===== src/rtl/uart_pkg.sv =====
// Shared types and helpers for the FIFO-fed UART transmitter.
package uart_pkg;

    typedef enum logic [2:0] {
        ST_IDLE,
        ST_START,
        ST_DATA,
        ST_PARITY,
        ST_STOP
    } tx_state_t;

    localparam int PAR_NONE = 0;
    localparam int PAR_EVEN = 1;
    localparam int PAR_ODD  = 2;

    // Width of the per-entry "bytes minus one" field; never narrower than one bit.
    function automatic int nbytes_width(input int word_w);
        int w;
        w = $clog2(word_w / 8);
        return (w < 1) ? 1 : w;
    endfunction

endpackage


===== src/rtl/sync_fifo.sv =====
// Synchronous word FIFO with registered read: pop_data updates on the edge that pops
// and then holds that entry. DEPTH must be a power of two so the pointers wrap naturally.
module sync_fifo #(
    parameter int WIDTH = 8,
    parameter int DEPTH = 16,
    localparam int AW = $clog2(DEPTH)
) (
    input  logic             clk,
    input  logic             srst,
    input  logic             push,
    input  logic [WIDTH-1:0] push_data,
    input  logic             pop,
    output logic [WIDTH-1:0] pop_data,
    output logic             full,
    output logic             empty,
    output logic [AW:0]      level
);

    logic [WIDTH-1:0] mem [DEPTH];
    logic [WIDTH-1:0] pop_data_reg;
    logic [AW-1:0]    wr_ptr_reg;
    logic [AW-1:0]    rd_ptr_reg;
    logic [AW:0]      level_reg;
    logic             push_ok;
    logic             pop_ok;

    assign full     = (level_reg == (AW + 1)'(DEPTH));
    assign empty    = (level_reg == '0);
    assign push_ok  = push && !full;
    assign pop_ok   = pop && !empty;
    assign pop_data = pop_data_reg;
    assign level    = level_reg;

    always_ff @(posedge clk) begin
        if (push_ok) begin
            mem[wr_ptr_reg] <= push_data;
        end
        if (pop_ok) begin
            pop_data_reg <= mem[rd_ptr_reg];
        end
    end

    always_ff @(posedge clk) begin
        if (srst) begin
            wr_ptr_reg <= '0;
            rd_ptr_reg <= '0;
            level_reg  <= '0;
        end else begin
            if (push_ok) begin
                wr_ptr_reg <= wr_ptr_reg + 1'b1;
            end
            if (pop_ok) begin
                rd_ptr_reg <= rd_ptr_reg + 1'b1;
            end
            if (push_ok && !pop_ok) begin
                level_reg <= level_reg + 1'b1;
            end else if (pop_ok && !push_ok) begin
                level_reg <= level_reg - 1'b1;
            end
        end
    end

endmodule


===== src/rtl/uart_tx_fifo.sv =====
// UART transmitter fed by a word FIFO; each entry sends 1..WORD_W/8 bytes LSB first.
// Define UART_TX_FRAME_CNT_EN to add a 16-bit wrapping count of completed byte frames.
module uart_tx_fifo
    import uart_pkg::*;
#(
    parameter int WORD_W       = 32,
    parameter int FIFO_DEPTH   = 16,
    parameter int CLKS_PER_BIT = 434,
    parameter int PARITY       = 0,
    parameter int STOP_BITS    = 1,
    localparam int NBW = nbytes_width(WORD_W),
    localparam int LW  = $clog2(FIFO_DEPTH) + 1
) (
    input  logic              clk_uart,
    input  logic              reset,
    input  logic              wr_en,
    input  logic [WORD_W-1:0] wr_data,
    input  logic [NBW-1:0]    wr_nbytes,
    input  logic              ovf_clr,
    output logic              tx_serial,
    output logic              busy,
    output logic              full,
    output logic              empty,
    output logic [LW-1:0]     level,
    output logic              overflow
`ifdef UART_TX_FRAME_CNT_EN
    ,
    output logic [15:0]       frame_cnt
`endif
);

    localparam int NBYTES = WORD_W / 8;
    localparam int CW     = (CLKS_PER_BIT > 1) ? $clog2(CLKS_PER_BIT) : 1;
    localparam int EW     = NBW + WORD_W;

    tx_state_t         state_reg, state_next;
    logic [CW-1:0]     baud_reg, baud_next;
    logic [2:0]        bit_idx_reg, bit_idx_next;
    logic [NBW-1:0]    byte_idx_reg, byte_idx_next;
    logic [7:0]        shift_reg, shift_next;
    logic              par_reg, par_next;
    logic              tx_reg, tx_next;
    logic              overflow_reg;
    logic              pop;
    logic              bit_done;
    logic [EW-1:0]     head;
    logic [NBW-1:0]    head_nbytes;
    logic [WORD_W-1:0] head_data;
    logic [7:0]        head_bytes [NBYTES];
    logic [7:0]        cur_byte;

    sync_fifo #(
        .WIDTH (EW),
        .DEPTH (FIFO_DEPTH)
    ) u_fifo (
        .clk       (clk_uart),
        .srst      (reset),
        .push      (wr_en),
        .push_data ({wr_nbytes, wr_data}),
        .pop       (pop),
        .pop_data  (head),
        .full      (full),
        .empty     (empty),
        .level     (level)
    );

    // The popped entry stays in the FIFO's read register for the whole transmission.
    assign {head_nbytes, head_data} = head;
    for (genvar gi = 0; gi < NBYTES; gi++) begin : g_byte
        assign head_bytes[gi] = head_data[gi*8 +: 8];
    end
    assign cur_byte = head_bytes[byte_idx_reg];
    assign bit_done = (baud_reg == CW'(CLKS_PER_BIT - 1));

    always_ff @(posedge clk_uart) begin
        if (reset) begin
            state_reg    <= ST_IDLE;
            baud_reg     <= '0;
            bit_idx_reg  <= '0;
            byte_idx_reg <= '0;
            shift_reg    <= '0;
            par_reg      <= 1'b0;
            tx_reg       <= 1'b1;
            overflow_reg <= 1'b0;
        end else begin
            state_reg    <= state_next;
            baud_reg     <= baud_next;
            bit_idx_reg  <= bit_idx_next;
            byte_idx_reg <= byte_idx_next;
            shift_reg    <= shift_next;
            par_reg      <= par_next;
            tx_reg       <= tx_next;
            if (wr_en && full) begin
                overflow_reg <= 1'b1;
            end else if (ovf_clr) begin
                overflow_reg <= 1'b0;
            end
        end
    end

    // tx_next is the line level of the current state; the line register adds one cycle.
    always_comb begin
        state_next    = state_reg;
        baud_next     = '0;
        bit_idx_next  = bit_idx_reg;
        byte_idx_next = byte_idx_reg;
        shift_next    = shift_reg;
        par_next      = par_reg;
        tx_next       = 1'b1;
        pop           = 1'b0;
        if (state_reg != ST_IDLE) begin
            baud_next = bit_done ? '0 : baud_reg + 1'b1;
        end
        case (state_reg)
            ST_IDLE: begin
                if (!empty) begin
                    pop           = 1'b1;
                    byte_idx_next = '0;
                    state_next    = ST_START;
                end
            end
            ST_START: begin
                tx_next = 1'b0;
                if (bit_done) begin
                    shift_next   = cur_byte;
                    par_next     = (PARITY == PAR_ODD) ? ~(^cur_byte) : ^cur_byte;
                    bit_idx_next = '0;
                    state_next   = ST_DATA;
                end
            end
            ST_DATA: begin
                tx_next = shift_reg[0];
                if (bit_done) begin
                    shift_next = {1'b0, shift_reg[7:1]};
                    if (bit_idx_reg == 3'd7) begin
                        bit_idx_next = '0;
                        state_next   = (PARITY == PAR_NONE) ? ST_STOP : ST_PARITY;
                    end else begin
                        bit_idx_next = bit_idx_reg + 3'd1;
                    end
                end
            end
            ST_PARITY: begin
                tx_next = par_reg;
                if (bit_done) begin
                    bit_idx_next = '0;
                    state_next   = ST_STOP;
                end
            end
            ST_STOP: begin
                if (bit_done) begin
                    if (bit_idx_reg == 3'(STOP_BITS - 1)) begin
                        bit_idx_next = '0;
                        if (byte_idx_reg < head_nbytes) begin
                            byte_idx_next = byte_idx_reg + 1'b1;
                            state_next    = ST_START;
                        end else begin
                            state_next = ST_IDLE;
                        end
                    end else begin
                        bit_idx_next = bit_idx_reg + 3'd1;
                    end
                end
            end
            default: begin
                state_next = ST_IDLE;
            end
        endcase
    end

    assign tx_serial = tx_reg;
    assign busy      = (state_reg != ST_IDLE);
    assign overflow  = overflow_reg;

`ifdef UART_TX_FRAME_CNT_EN
    logic [15:0] frame_cnt_reg;

    always_ff @(posedge clk_uart) begin
        if (reset) begin
            frame_cnt_reg <= '0;
        end else if (state_reg == ST_STOP && bit_done && bit_idx_reg == 3'(STOP_BITS - 1)) begin
            frame_cnt_reg <= frame_cnt_reg + 16'd1;
        end
    end

    assign frame_cnt = frame_cnt_reg;
`endif

endmodule


===== config.mk =====
export PLATFORM = sky130hd
export DESIGN_NAME = uart_tx_fifo
export DESIGN_NICKNAME = d
export VERILOG_FILES = /design/src/rtl/uart_pkg.sv /design/src/rtl/sync_fifo.sv /design/src/rtl/uart_tx_fifo.sv
export SDC_FILE = /design/constraint.sdc
export NUM_CORES = 1
export LEC_CHECK = 0
export ABC_AREA = 1
export BUFFER_PORTS_ARGS = -buffer_cell sky130_fd_sc_hd__clkbuf_2
export CAP_MARGIN = 30
export CORE_ASPECT_RATIO = 1.75
export CORE_MARGIN = 10
export CORE_UTILIZATION = 60
export CTS_BUF_LIST = sky130_fd_sc_hd__clkbuf_8
export DETAILED_ROUTE_END_ITERATION = 10
export PLACE_DENSITY = 0.77
export SLEW_MARGIN = 0
export SYNTH_ARGS = -nofsm -noshare
export SYNTH_HDL_FRONTEND = slang
export SYNTH_HIERARCHICAL = 1
export SYNTH_SLANG_ARGS = --single-unit
export TNS_END_PERCENT = 30

===== constraint.sdc =====
create_clock -name clk_uart -period 7.45 [get_ports clk_uart]
set_input_delay 0.3725 -clock clk_uart [delete_from_list [all_inputs] [get_ports clk_uart]]
set_output_delay 0.3725 -clock clk_uart [all_outputs]
set_load 0.1 [all_outputs]

==> Word-level counts from Yosys, hierarchy flattened <==
Memory sizes are Yosys's and may differ from the RTL's. A register that Yosys moved wholly into a read port is not among the register bits.
Index checks and enable logic that the tools add are counted.
{ "op_classes": {"reduce_logical": 26, "n_mux": 35, "addsub": 7, "n_lt_le_gt_ge": 2, "n_eq_ne": 16, "n_bitwise": 2} }
{ "op_table": {"columns": ["op", "n"], "rows": [
  ["$mux W3", 12],
  ["$mux W8", 4],
  ["$bmux W8 S2", 1],
  ["$ne A2 B2 Y1 const B", 8],
  ["$pmux W8 S2", 1],
  ["$pmux W3 S5", 1],
  ["$mux W5", 2],
  ["$add A9 B1 Y9 const B", 1],
  ["$eq A9 B9 Y1 const B", 1],
  ["$pmux W3 S3", 1],
  ["$add A4 B1 Y4 const B", 2],
  ["$mux W2", 4],
  ["$reduce_bool A2 Y1", 4],
  ["$reduce_xor A8 Y1", 1],
  ["$mux W1", 7],
  ["$reduce_and A7 Y1", 1],
  ["$eq A3 B2 Y1 const B", 2],
  ["$eq A3 B3 Y1 const B", 2],
  ["$logic_not A3 Y1", 2],
  ["$reduce_bool A3 Y1", 2],
  ["$add A5 B1 Y5 const B", 1],
  ["$eq A5 B5 Y1 const B", 1],
  ["$logic_and A1 B1 Y1", 5],
  ["$logic_not A5 Y1", 1],
  ["18 further kinds", 21]
]} }
{ "word_totals": {"output_inout_bits": 10, "ram_bits": 544, "reg_bits": 41, "mem_count": 1, "elab_cells": 100} }
{ "memory_table": {"columns": ["memory", "words", "width", "rd", "rd_ports_with_merged_regs", "write_ports", "line_no", "text"], "rows": [
  ["u_fifo.mem", 16, 34, 1, 1, 1, "sync_fifo.sv:19", "logic [WIDTH-1:0] mem [DEPTH];"]
]} }

==> Longest topological paths before layout <==
{ "depth": {"depth_word": 7, "mapped_depth": 16, "depth_no_buf": 15} }

==> Modules after synthesis <==
Netlist, hierarchy kept.
{ "modules_own_cells": {"columns": ["module", "n_inst", "seq_area_each_um2", "cells_each", "area_each_um2"], "rows": [
  ["sync_fifo", 1, 17616.9, 2357, 25220.4],
  ["uart_tx_fifo", 1, 560.5, 322, 1940.6]
]} }

==> Least setup slack after synthesis <==
No wires, ideal clock.
{ "synth_path": {"path_kind": "reg-to-reg", "startpoint": "register u_fifo.level_reg[0], in the netlist u_fifo/level[0]", "endpoint": "memory u_fifo/mem[0][0] (netlist bit), enable pin", "setup_slack_ps": 3850, "stages_incl_launch_ff": 7, "required_ps": 7025, "arrival_ps": 3175, "setup_time_ps": 425, "period_less_slack_ps": 3600, "n_path_buf": 0, "cell_sequence": "dfxtp_1 nor2_1 nand3_1 nand2_1 inv_1 nand2_1 nor2_1"} }
{ "synth_via": {"elab_chain_len": 5} }
{ "synth_rtl": {"columns": ["element", "line_no", "text"], "rows": [
  ["start: declaration", "sync_fifo.sv:23", "logic [AW:0] level_reg;"],
  ["start signal: assignment", "sync_fifo.sv:56", "level_reg <= level_reg + 1'b1;"],
  ["start signal: assignment", "sync_fifo.sv:58", "level_reg <= level_reg - 1'b1;"],
  ["$eq A5 B5 Y1", "sync_fifo.sv:27", "assign full = (level_reg == (AW + 1)'(DEPTH));"],
  ["$logic_not A1 Y1", "sync_fifo.sv:29", "assign push_ok = push && !full;"],
  ["$logic_and A1 B1 Y1", "sync_fifo.sv:29", null],
  ["via u_fifo.push_ok", "sync_fifo.sv:24", "logic push_ok;"],
  ["$mux W1", "sync_fifo.sv:35", "if (push_ok) begin"],
  ["$mux W1 (implied by the code)", "sync_fifo.sv:36", "mem[wr_ptr_reg] <= push_data;"],
  ["end: declaration", "sync_fifo.sv:19", null]
]} }
The timed path passes the listed nets, and every way through them passes these cells.

==> metrics.md <==
| Metric | Value |
|---|---|
| DP Worst Slack | `4.40 ns` |
| CTS buffer count | `85` |
| Fill cells | `3256` |
| Final TNS setup | `0 ns` |
| Starting Density | `around three fifths` |
| Crit path launch type | `register` |
| Total design power | `9.23 mW` |
| Endpoints failing hold | `0` |
| Clock skew | `0.0189 ns` |
| Hold bufs inserted after CTS | `1` |
| Total wire length after detailed routing | `64.4 mm` |
| Minimum clock period | `3.17 ns` |
| Commonest cells after routing, fill and taps aside | `nand2_1, edfxtp_1, inv_1` |
| Gpl congestion | `0.831` |
| Hold slack | `between 0.03 and 0.04 ns` |
| Termination of the worst setup path | `u_fifo/pop_data[21]` |
| Clk sinks | `619` |
| Max transition margin | `29.3%` |
| Grt ovf | `0` |
| Drt drc | `0` |
| IO Port Bufs | `47` |
| Setup crit end kind | `register` |
| CP max-delay cell | `buf_4` |
| Synth unique cells | `35` |
| Final core utilization | `65.2%` |
| Die X | `181 um` |
| Pwr/cell area | `315 nW/um^2` |
| Seq cells post-synth | `around 620` |
| Post-synth EDFFs | `578` |
| First-pass GRT wire length | `98.9 mm` |
| Layout Nets | `2774` |
| Share of cells above drive strength 1 | `8.29%` |
| Post-route setup slack | `between 4 and 5 ns` |
| Global Route Usage Sum | `23.3%` |
| Top delay family on crit path | `buffers and inverters` |
| Final Max Slew Viols | `0` |
| Mapped Area | `27200 um^2` |
| Drt wl/cell | `19.1 um` |
| Max VDD drop | `between 0.4 and 0.5 mV` |
| Critical path, cell by cell | `buf_4 > buf_4 > nand2_1 > nand3_1 > nand3_1 > nand3_1 > nand2_1` |
| Initial drt markers | `2060` |
| Detailed placement HPWL | `33.4 mm` |
| CTS resizes | `0` |
| Worst reg2reg startpoint | `u_fifo/rd_ptr_reg[0]` |
| Clock buffer depth | `3` |
| Least-Margin Pin Slew | `around 1.1 ns` |
| Worst reg2reg path depth | `7` |
| Unrepaired setup endpoints after global routing | `no` |
| Clock slew at reported path FFs | `approximately 0.07 ns` |
| Die Area | `54500 um^2` |
| Arrival @ worst endpoint | `3.57 ns` |
| Reg2reg setup slack | `4.28 ns` |
| Final instance area | `approximately 30000 um^2` |
| Max-cap viol count | `0` |
| CTS tree | `built` |
| H-tree Lvls | `3` |
| Area Growth Syn to Fin | `8.05%` |
| Vias per std cell | `between 5 and 6` |
| Placed instance area | `27700 um^2` |
| Setup violations, final | `0` |
| Detailed Routing Iterations Pass 1 | `6` |
| Critical path buffers and inverters | `2` |
| Syn Nets | `approximately 2700` |
| CP most frequent cell | `nand3_1` |
| Die Height | `between 300 and 400 um` |
| Hold Path Class | `in -> reg` |
| Placed Instances | `3209` |
| Clk_lat worst skew | `between 0.6 and 0.7 ns` |
| Crit-path max FO | `80` |
| Post-Layout Cell Count | `3364` |
| Fin crit share | `42.5%` |
| Pleak | `~13 nW` |
| Reg-to-Reg End | `u_fifo/pop_data[21]` |
| Max reg flops | `544` |
| Sequential fraction of the synthesis area | `approximately two thirds` |
| Mapped Cells | `about 2700` |
| Routed Antenna Nets | `0` |
| Setup bufs post-CTS | `0` |
| Core Area | `45000 um^2` |
| WP depth | `7` |
| WS Path Type | `reg -> reg` |
| Status | `complete, no violations` |
| Via count | `between 15000 and 20000` |
| Slowest stage delay, CP | `0.76 ns` |
| Clock Tree Root | `clkbuf_8` |
| Post-synth top flop | `edfxtp_1` |
| IO Pins | `48` |
| Vias in the first global route | `around 18000` |
| Largest net degree at the start of global routing | `214` |
| Ys async rst share | `0%` |
| Commonest non-fill, non-tap cell in the layout | `nand2_1` |
| Synth warn | `6` |
| Initial antenna violation count | `3` |
| Standard-cell rows | `103` |
| Fmax | `0.316 GHz` |
| CP required | `7.85 ns` |
| Mean Syn Cell Area | `about 10 um^2` |
| Worst setup path startpoint | `u_fifo/rd_ptr_reg[0]` |
==> where the power goes <==
part | internal (mW) | switching (mW)
Combinational | 0.668 | 1.72
Clock | 1.32 | 1.23
Sequential | 4.09 | 0.209
==> cells in the mapped netlist (2+ instances only) <==
cell	count	area, um^2
nor3b_1	2	15.0
xnor2_1	2	17.5
buf_4	19	143
edfxtp_1	578	17400
inv_1	452	1700
nand3_1	447	2240
clkbuf_1	12	45.0
nand4_1	2	12.5
nor2_1	56	210
buf_6	28	315
inv_2	7	26.3
nor2_4	3	33.8
a211oi_1	2	15.0
dfxtp_1	41	821
o21ai_0	17	85.1
nand2_2	6	37.5
inv_4	2	12.5
buf_1	13	48.8
xor2_1	5	43.8
a21oi_1	23	115
ha_1	15	188
o21a_1	2	15.0
buf_2	49	245
nand2_1	884	3320
o21ai_2	2	17.5
==> worst reg2reg max path, delay by kind of cell (launching register included) <==
kind | cells | cell delay [ns]
buffers and inverters | 2 | 1.52
flip-flops | 1 | 0.74
AND/OR/NAND/NOR | 5 | 0.66
==> kinds of logic after synthesis <==
group	share of synthesized area, %
AOI/OAI and AO/OA	0.958
xor gates and xnor gates	0.226
adders and majority gates	0.765
buffers and inverters	9.41
DFF	66.9
and+or+nand+nor	21.7
==> worst min path at each step <==
| stage | end | startpoint | slack, ns | cells past startpoint |
|---|---|---|---|---|
| 6_report | u_fifo/wr_ptr_reg[2] | wr_en | 0.04 | 3 |
| 3_3_place_gp | baud_reg[0] | baud_reg[0] | 0.45 | 1 |
| 5_1_grt | u_fifo/wr_ptr_reg[2] | wr_en | 0.04 | 3 |
| 4_1_cts | u_fifo/wr_ptr_reg[2] | wr_en | 0.008 | 3 |
| 3_5_place_dp | shift_reg[1] | shift_reg[1] | 0.46 | 2 |
| 2_1_floorplan | baud_reg[0] | baud_reg[0] | 0.43 | 1 |
==> final cells by class <==
class                           count  area [um^2]  area share (%)
Clock buffer                       89         1220            4.17
Clock inverter                     64          430            1.47
Sequential cell                   619        18200            62.0
Antenna cell                        1         2.50         0.00853
Multi-Input combinational cell   1476         6550            22.3
Tap cell                          577          722            2.46
Timing Repair Buffer               76          488            1.66
Inverter                          462         1740            5.94
==> metal layers <==
| layer | track usage (%) | routed length (um) | vias up |
|---|---|---|---|
| li1 | - | - | 8724 |
| met1 | 26.8 | 22600 | 8799 |
| met2 | 40.5 | 32500 | 980 |
| met3 | 4.10 | 6020 | 221 |
| met4 | 12.6 | 3260 | 4 |
| met5 | 0 | 31 | - |
Note: power is estimated with default switching activity, not from simulation.
